[src/rtl/tach_rpm_meter.sv]
// -----------------------------------------------------------------------------
// tach_rpm_meter
//
// Measures shaft speed from a single-channel tachometer pulse train. The raw
// pulse is synchronized into the clk domain and deglitched. Filtered rising
// edges are counted over a fixed gate window. Each completed window count is
// scaled to RPM and saturated to the output width.
//
// Ports:
//   clk          in   system clock, all state on the rising edge
//   reset        in   asynchronous active-low reset
//   en           in   measurement enable (0 holds counters idle, outputs hold)
//   tach_in      in   raw tach pulse, asynchronous to clk
//   rpm_measured out  RPM of the last completed window, saturated
//   rpm_valid    out  one-cycle pulse when rpm_measured updates
//   overflow     out  last window's edge count or RPM saturated
// -----------------------------------------------------------------------------
module tach_rpm_meter #(
    parameter int CLK_HZ         = 125_000_000,
    parameter int GATE_CYCLES    = 12_500_000,
    parameter int PULSES_PER_REV = 12,
    parameter int FILTER_CYCLES  = 4,
    parameter int RPM_RESOLUTION = 10,
    parameter int EDGE_CNT_WIDTH = 16
) (
    input  logic                      clk,
    input  logic                      reset,
    input  logic                      en,
    input  logic                      tach_in,
    output logic [RPM_RESOLUTION-1:0] rpm_measured,
    output logic                      rpm_valid,
    output logic                      overflow
);

    // 60*CLK_HZ exceeds 32 bits at the default clock, so the scale is computed in 64 bits.
    localparam longint unsigned SCALE_NUM = 64'd60 * 64'(CLK_HZ);
    localparam longint unsigned SCALE_DEN = 64'(PULSES_PER_REV) * 64'(GATE_CYCLES);
    localparam longint unsigned SCALE_L   = SCALE_NUM / SCALE_DEN;
    localparam int              RPM_SCALE = int'(SCALE_L);

    localparam int GATE_W  = (GATE_CYCLES > 1) ? $clog2(GATE_CYCLES) : 1;
    localparam int FILT_W  = $clog2(FILTER_CYCLES + 1);
    localparam int SCALE_W = $clog2(RPM_SCALE + 1);
    // The product is wide enough for the full count times the scale and never narrower than the output.
    localparam int PROD_RAW_W = EDGE_CNT_WIDTH + SCALE_W;
    localparam int PROD_W     = (PROD_RAW_W > RPM_RESOLUTION) ? PROD_RAW_W : RPM_RESOLUTION;

    localparam logic [GATE_W-1:0]         GATE_LAST = GATE_W'(GATE_CYCLES - 1);
    localparam logic [FILT_W-1:0]         FILT_LAST = FILT_W'(FILTER_CYCLES - 1);
    localparam logic [EDGE_CNT_WIDTH-1:0] CNT_MAX   = {EDGE_CNT_WIDTH{1'b1}};
    localparam logic [RPM_RESOLUTION-1:0] RPM_MAX   = {RPM_RESOLUTION{1'b1}};

    generate
        if ((SCALE_NUM % SCALE_DEN) != 64'd0) begin : g_scale_check
            $fatal(1, "tach_rpm_meter: 60*CLK_HZ not divisible by PULSES_PER_REV*GATE_CYCLES");
        end
        if (FILTER_CYCLES < 1) begin : g_filter_check
            $fatal(1, "tach_rpm_meter: FILTER_CYCLES must be at least 1");
        end
    endgenerate

    logic                      sync1_r;
    logic                      sync2_r;
    logic                      filt_r;
    logic                      filt_d_r;
    logic [FILT_W-1:0]         stab_cnt_r;
    logic [GATE_W-1:0]         gate_cnt_r;
    logic [EDGE_CNT_WIDTH-1:0] edge_cnt_r;
    logic                      sat_r;
    logic [EDGE_CNT_WIDTH-1:0] cnt_lat_r;
    logic                      sat_lat_r;
    logic                      cvt_valid_r;

    logic                      edge_s;
    logic                      tc_s;
    logic [EDGE_CNT_WIDTH-1:0] total_s;
    logic                      total_sat_s;
    logic [PROD_W-1:0]         prod_s;
    logic                      rpm_over_s;
    logic [RPM_RESOLUTION-1:0] rpm_sat_s;

    // Two-flop synchronizer for the asynchronous tach input.
    always_ff @(posedge clk or negedge reset) begin
        if (!reset) begin
            sync1_r <= 1'b0;
            sync2_r <= 1'b0;
        end else begin
            sync1_r <= tach_in;
            sync2_r <= sync1_r;
        end
    end

    // Stability filter: accept a new level only after FILTER_CYCLES consecutive differing samples.
    always_ff @(posedge clk or negedge reset) begin
        if (!reset) begin
            filt_r     <= 1'b0;
            filt_d_r   <= 1'b0;
            stab_cnt_r <= '0;
        end else begin
            filt_d_r <= filt_r;
            if (sync2_r == filt_r) begin
                stab_cnt_r <= '0;
            end else if (stab_cnt_r == FILT_LAST) begin
                filt_r     <= sync2_r;
                stab_cnt_r <= '0;
            end else begin
                stab_cnt_r <= stab_cnt_r + FILT_W'(1);
            end
        end
    end

    // Edge detect, terminal-cycle decode and saturating window total including an edge on TC.
    always_comb begin
        edge_s      = filt_r & ~filt_d_r;
        tc_s        = en & (gate_cnt_r == GATE_LAST);
        total_s     = edge_cnt_r;
        total_sat_s = sat_r;
        if (edge_s) begin
            if (edge_cnt_r == CNT_MAX) begin
                total_s     = CNT_MAX;
                total_sat_s = 1'b1;
            end else begin
                total_s     = edge_cnt_r + EDGE_CNT_WIDTH'(1);
                total_sat_s = sat_r;
            end
        end else begin
            total_s     = edge_cnt_r;
            total_sat_s = sat_r;
        end
    end

    // Gate counter: free-running window timer, held at zero while disabled.
    always_ff @(posedge clk or negedge reset) begin
        if (!reset) begin
            gate_cnt_r <= '0;
        end else if (!en) begin
            gate_cnt_r <= '0;
        end else if (gate_cnt_r == GATE_LAST) begin
            gate_cnt_r <= '0;
        end else begin
            gate_cnt_r <= gate_cnt_r + GATE_W'(1);
        end
    end

    // Edge counter with saturation flag; window total is latched and the counter cleared on TC.
    always_ff @(posedge clk or negedge reset) begin
        if (!reset) begin
            edge_cnt_r  <= '0;
            sat_r       <= 1'b0;
            cnt_lat_r   <= '0;
            sat_lat_r   <= 1'b0;
            cvt_valid_r <= 1'b0;
        end else if (!en) begin
            edge_cnt_r  <= '0;
            sat_r       <= 1'b0;
            cvt_valid_r <= 1'b0;
        end else if (tc_s) begin
            cnt_lat_r   <= total_s;
            sat_lat_r   <= total_sat_s;
            edge_cnt_r  <= '0;
            sat_r       <= 1'b0;
            cvt_valid_r <= 1'b1;
        end else begin
            edge_cnt_r  <= total_s;
            sat_r       <= total_sat_s;
            cvt_valid_r <= 1'b0;
        end
    end

    // Count-to-RPM conversion with output saturation.
    always_comb begin
        prod_s     = PROD_W'(cnt_lat_r) * PROD_W'(RPM_SCALE);
        rpm_over_s = (prod_s > PROD_W'(RPM_MAX));
        if (rpm_over_s) begin
            rpm_sat_s = RPM_MAX;
        end else begin
            rpm_sat_s = prod_s[RPM_RESOLUTION-1:0];
        end
    end

    // Registered outputs: update one cycle after TC; a conversion is dropped if en is low.
    always_ff @(posedge clk or negedge reset) begin
        if (!reset) begin
            rpm_measured <= '0;
            rpm_valid    <= 1'b0;
            overflow     <= 1'b0;
        end else if (cvt_valid_r && en) begin
            rpm_measured <= rpm_sat_s;
            rpm_valid    <= 1'b1;
            overflow     <= sat_lat_r | rpm_over_s;
        end else begin
            rpm_measured <= rpm_measured;
            rpm_valid    <= 1'b0;
            overflow     <= overflow;
        end
    end

endmodule

[config.mk]
export PLATFORM = sky130hd
export DESIGN_NAME = tach_rpm_meter
export DESIGN_NICKNAME = d
export VERILOG_FILES = /design/src/rtl/tach_rpm_meter.sv
export SDC_FILE = /design/constraint.sdc
export NUM_CORES = 1
export LEC_CHECK = 0
export CORE_MARGIN = 10
export CORE_UTILIZATION = 30
export CTS_CLUSTER_SIZE = 25
export DETAILED_ROUTE_END_ITERATION = 7
export SLEW_MARGIN = 10
export SYNTH_ARGS = -nofsm -noshare
export SYNTH_HDL_FRONTEND = slang
export SYNTH_SLANG_ARGS = --single-unit
[constraint.sdc]
create_clock -name clk -period 3.56 [get_ports clk]
set_input_delay 1.068 -clock clk [delete_from_list [all_inputs] [get_ports clk]]
set_output_delay 1.068 -clock clk [all_outputs]
set_load 0.03 [all_outputs]
Word-level counts from Yosys, hierarchy flattened
Cells that the tools add are included.
- flip-flop bits (word level): 78
- latch bits: 0
- bits in writable memories: 0
- ROM bits: 0
- output and inout port bits: 12
- memories: 0
- add/subtract/negate cells: 3
- multipliers: 1
- divide/modulo/power cells: 0
- $lt $le $gt $ge: 1
- equality and inequality tests: 4
- shift-type cells: 0
- multiplexer cells: 16
- bitwise gates (word level): 5
- reductions and logical operators: 3
- operators with widths (operator ; count):
    16-bit 2-to-1 mux ; 4
    24-bit 2-to-1 mux ; 2
    24-bit by 1-bit adder with 24-bit output (second input constant) ; 1
    24-bit equality test (second input constant) ; 1
    22-bit by 10-bit > comparator with 1-bit output (second input constant) ; 1
    16-bit by 5-bit multiplier with 21-bit output (second input constant) ; 1
    16-bit by 1-bit adder with 16-bit output (second input constant) ; 1
    16-bit equality test (second input constant) ; 1
    10-bit 2-to-1 mux ; 1
    1-bit 2-to-1 mux ; 7
    3-bit 2-to-1 mux ; 2
    2-bit AND reduction ; 2
    3-bit by 1-bit adder with 3-bit output (second input constant) ; 1
    3-bit by 2-bit equality test with 1-bit output (second input constant) ; 1
    1-bit AND ; 2
    1-bit inverter ; 2
    1-bit equality test ; 1
    1-bit logical AND ; 1
    1-bit bitwise OR ; 1

Depth between registers and ports, before layout
Gate-level depths: netlist (run 1).
- depth after elaboration: 5
- depth in mapped cells: 14

Least setup slack after synthesis (run 1)
OpenSTA, ideal clock, no wires.
- path kind: register to register
- from: register cnt_lat_r[6]
- to: register overflow
- setup time: 138 ps
- data arrival time: 3449 ps
- required time: 3422 ps
- slack: -27 ps
- stages on the path, launching flop included: 14
- path buffers: 0
- period minus slack after synthesis: 3587 ps
- cell sequence: dfrtp_1 -> ha_1 -> ha_1 -> inv_1 -> fa_1 -> inv_1 -> ha_1 -> o211ai_1 -> a21oi_1 -> o2111ai_1 -> a211oi_1 -> mux2i_1 -> nor4b_4 -> a31oi_1
- longest elaborated chain between the ends: 3
- RTL lines (item ; RTL line ; source):
    start: declaration ; 70 ; logic [EDGE_CNT_WIDTH-1:0] cnt_lat_r;
    start signal: assignment ; 158 ; cnt_lat_r <= total_s;
    16-bit by 5-bit multiplier with 21-bit output ; 172 ; prod_s = PROD_W'(cnt_lat_r) * PROD_W'(RPM_SCALE);
    22-bit by 10-bit > comparator with 1-bit output ; 173 ; rpm_over_s = (prod_s > PROD_W'(RPM_MAX));
    1-bit bitwise OR ; 190 ; overflow <= sat_lat_r | rpm_over_s;
    end signal: assignment ; 190 ;
    end signal: assignment ; 194 ; overflow <= overflow;
    end: declaration ; 32 ; output logic overflow
Every way passes these cells.
A chain may end at the register's enable or synchronous reset.

Worst setup path after layout (run 1)
- from: register cnt_lat_r[2]
- to: register rpm_measured[1]
- longest elaborated chain between the ends: 3
- RTL lines (item ; RTL line ; source):
    16-bit by 5-bit multiplier with 21-bit output ; 172 ;
    22-bit by 10-bit > comparator with 1-bit output ; 173 ;
    10-bit 2-to-1 mux ; 174 ; if (rpm_over_s) begin
    end signal: assignment ; 188 ; rpm_measured <= rpm_sat_s;
    end signal: assignment ; 192 ; rpm_measured <= rpm_measured;
    end: declaration ; 30 ; output logic [RPM_RESOLUTION-1:0] rpm_measured,
Every way passes these cells.

==> results.sh, run 1 <==
export IMPL_synth_nets=621
export IMPL_final_setup_viol_count=11
export IMPL_max_slew_margin_pct=36.3
export IMPL_pwr_density_cell_nw_per_um2=296
export IMPL_status="finished, violations left"
export IMPL_final_cell_mix="78 x nor2_1, 78 x dfrtp_1, 66 x buf_4"
export IMPL_tightest_slew_ps=956
export IMPL_drt_first_pass_iters=4
export IMPL_seq_area_frac_synth_pct=38.4
export IMPL_cts_tree="done"
export IMPL_crit_fanout=8
export IMPL_hold_viol=0
export IMPL_ant_nets=0
export IMPL_vias=4039
export IMPL_critPathMaxStageDelay_ps=520
export IMPL_ios=16
export IMPL_drv_slew=0
export IMPL_rows=47
export IMPL_cts_buffers_inserted=9
export IMPL_grt_overflow_total=0
export IMPL_failed_checks="negative setup slack"
export IMPL_cp_data_arrival_time_ps=3890
export IMPL_rsz0062_at_grt="yes"
export IMPL_wl_per_cell_um=13.1
export IMPL_yosysWarnings=0
export IMPL_drive_gt1_share_pct=20.8
export IMPL_p_sw_uw=470
export IMPL_dpl_hpwl_um=8430
export IMPL_port_buffers=15
export IMPL_core_area_um2=16600
export IMPL_dp_cells=827
export IMPL_critPathTopFamily="adder cells"
export IMPL_p_sw_share_pct=24.1
export IMPL_power_frac_seq_pct=48.6
export IMPL_async_reset_ff_share_pct=100
export IMPL_cts_sinks=78
export IMPL_pwr_share_clk_pct=45.1
export IMPL_grt_pass1_wl_um=19200
export IMPL_nets=701
export IMPL_gp_congestion=0.851
export IMPL_cts_buffer_depth=2
export IMPL_synth_edf_count=0
export IMPL_die_area_um2=22600
export IMPL_hold_depth=0
export IMPL_worst_path_buf_inv=3
export IMPL_cp_start_kind="flop"
export IMPL_worst_path_max_delay_cell="fa_1"
export IMPL_drv_cap=0
export IMPL_die_x_um=150
export IMPL_areaGrowthSynthToFinish_pct=29.1
export IMPL_syn_inst=551
export IMPL_h_tree_depth=3
export IMPL_end_kind="flop"
export IMPL_die_height_um=150
export IMPL_internal_power_mw=1.48
export IMPL_crit_type="reg2reg"
export IMPL_layout_min_cycle_time_ps=3670
export IMPL_layout_setup_ws_ps=-114
export IMPL_clock_skew_ps=3.88
export IMPL_drt_iter0_markers=160
export IMPL_num_antenna_cells=0
export IMPL_start_util_pct=30.7
export IMPL_max_vdd_ir_drop_v=0.000298
export IMPL_yosys_register_bits=78
export IMPL_clk_pin_slew_ps=60
export IMPL_drt_total_wl_um=11300
export IMPL_drc_errors=0
export IMPL_final_cells=856
export IMPL_hp_class="reg2reg"
export IMPL_ys_flop_type="dfrtp_1"
export IMPL_min_period_over_period_pct=103
export IMPL_share_comb_of_total_power_pct=6.3
export IMPL_cp_cell_sequence="ha_1, ha_4, fa_1, ha_4, buf_4, a211oi_4, o211ai_1, a311oi_2, o31ai_2, xor2_1, buf_4, nor4b_4, buf_6, a31oi_1"
export IMPL_ff2ff_path_depth=14
export IMPL_holdBufCountCts=0
export IMPL_synth_cell_types=57
export IMPL_grt_pass1_vias=4184
export IMPL_clkLatencyLatePin_ps=330
export IMPL_cts_root_buf="clkbuf_16"
export IMPL_totalPowerFinal_mw=1.95
export IMPL_p_leak_nw=3.18
export IMPL_cp_depth=14
export IMPL_antenna_found_initial=0
export IMPL_grt_usage_pct=10.2
export IMPL_fmax_ghz=0.272
export IMPL_required_ps=3770
export IMPL_avgSynthCellArea_um2=9.24
export IMPL_netlist_area_um2=5090
export IMPL_grt_max_degree=79
export IMPL_post_drt_via_cell_ratio=4.72
-- layout make-up --
type | instances | area (um^2)
fillers | 1610 | 10000
multi-input cells | 394 | 3150
flip-flops and latches | 78 | 1950
repair buffers | 82 | 658
well taps | 220 | 275
clock buffers | 12 | 256
inverters | 66 | 248
clock inverters | 4 | 30.0
-- layer usage --
metal / up-vias / share of wire (%) / global-route usage (%)
met5: - / 0 / 0
met4: 0 / 2.5 / 2.87
met3: 23 / 3.4 / 2.61
met2: 62 / 48 / 17.7
met1: 1919 / 46 / 12.3
li1: 2035 / - / -
-- worst reg2reg max path: cells and delay by family, from the launching register on --
kind | cells | cell delay (ps)
AOI/OAI and AO/OA | 5 | 920
xor gates and xnor gates | 1 | 170
adders and majority gates | 4 | 1320
buffers and inverters | 3 | 480
DFF | 1 | 400
and+or+nand+nor | 1 | 260
-- registers in the layout, summed over array words and instances (netlist names) --
name,flops
sat_r,1
filt_r,1
stab_cnt_r,3
cnt_lat_r,16
rpm_valid,1
filt_d_r,1
edge_cnt_r,16
sync2_r,1
overflow,1
rpm_measured,10
sync1_r,1
cvt_valid_r,1
sat_lat_r,1
gate_cnt_r,24
-- Yosys cell counts (all sizes together) (3+ instances only) --
| cell | n | area share (%) |
|---|---|---|
| a211oi | 4 | 0.59 |
| a21o | 3 | 0.44 |
| a21oi | 13 | 1.3 |
| a31oi | 10 | 1.2 |
| and3 | 3 | 0.37 |
| buf | 3 | 0.29 |
| clkbuf | 10 | 0.76 |
| dfrtp | 78 | 38 |
| fa | 11 | 4.3 |
| ha | 55 | 14 |
| inv | 66 | 4.9 |
| mux2i | 7 | 1.4 |
| nand2 | 46 | 3.4 |
| nand2b | 9 | 1.1 |
| nand3 | 15 | 1.5 |
| nand4 | 15 | 1.8 |
| nor2 | 79 | 5.8 |
| nor2b | 7 | 0.86 |
| nor3 | 6 | 0.69 |
| nor3b | 3 | 0.44 |
| nor4 | 6 | 0.86 |
| o2111ai | 4 | 0.81 |
| o211ai | 4 | 0.59 |
| o21ai | 25 | 2.5 |
| xnor2 | 18 | 3.1 |
| xor2 | 20 | 3.4 |
-- power groups by stage --
stage	clock network [mW]	logic (mW)	registers (mW)
after floorplan	0	0.0767	0.956
after global placement	0	0.117	0.960
after detailed placement	0	0.126	0.963
after CTS	0.906	0.127	0.946
after global routing	0.951	0.138	0.952
final	0.879	0.123	0.946
-- metrics by stage --
stage	cell area, um^2	setup TNS [ps]	util [%]	setup WS [ps]	hold WS [ps]
6_report	6570	-1040	39.6	-114	348
5_1_grt	6570	-2550	39.6	-240	360
4_1_cts	6370	-866	38.4	-90.0	350
3_5_place_dp	5870	-2210	35.4	-244	336
3_3_place_gp	5870	-1580	35.4	-148	338
2_1_floorplan	5090	0	-	17.5	331
-- repair_timing --
action | CTS | global route
resized for setup | 27 | 24
setup buffers | 9 | 5
setup endpoints to repair | 11 | 11
pin swaps | 11 | 20
-- final timing paths --
path / startpoint / end / slack [ps]
worst max-delay path: cnt_lat_r[2] / rpm_measured[1] / -110
worst min-delay path: sync1_r / sync2_r / 350
worst max register to register: cnt_lat_r[2] / rpm_measured[1] / -110
worst min register to register: sync1_r / sync2_r / 350
max in group asynchronous: reset / cnt_lat_r[0] / 2060
min in group asynchronous: reset / gate_cnt_r[5] / 880
-- cell families (layout without fill, tap and decap cells) --
group                    count (synthesis)  in the layout  synth area share [%]
AO/OA/AOI/OAI                           82             82                  10.9
XOR/XNOR                                38             38                  6.54
adder cells (fa/ha/maj)                 66             66                  17.9
buffers and inverters                   79            164                  5.93
flip-flops                              78             78                  38.4
multiplexers                             8              8                  1.60
AND/OR/NAND/NOR                        200            200                  18.8
No activity file was read; power rests on OpenSTA's default activity.
==> run 2: changes to the inputs <==
--- a/config.mk
+++ b/config.mk
@@ -9,7 +9,7 @@
 export CORE_UTILIZATION = 30
 export CTS_CLUSTER_SIZE = 25
 export DETAILED_ROUTE_END_ITERATION = 7
-export SLEW_MARGIN = 10
+export SLEW_MARGIN = 5
 export SYNTH_ARGS = -nofsm -noshare
 export SYNTH_HDL_FRONTEND = slang
 export SYNTH_SLANG_ARGS = --single-unit
==> results of run 2 <==
Same layout as run 1: the final DEF is identical, and so are final timing and power.
==> run 3: changes to the inputs <==
--- a/config.mk
+++ b/config.mk
@@ -5,6 +5,7 @@
 export SDC_FILE = /design/constraint.sdc
 export NUM_CORES = 1
 export LEC_CHECK = 0
+export ABC_CLOCK_PERIOD_IN_PS = 3560
 export CORE_MARGIN = 10
 export CORE_UTILIZATION = 30
 export CTS_CLUSTER_SIZE = 25
==> results of run 3 <==
Same layout as run 1: the final DEF is identical, and so are final timing and power.
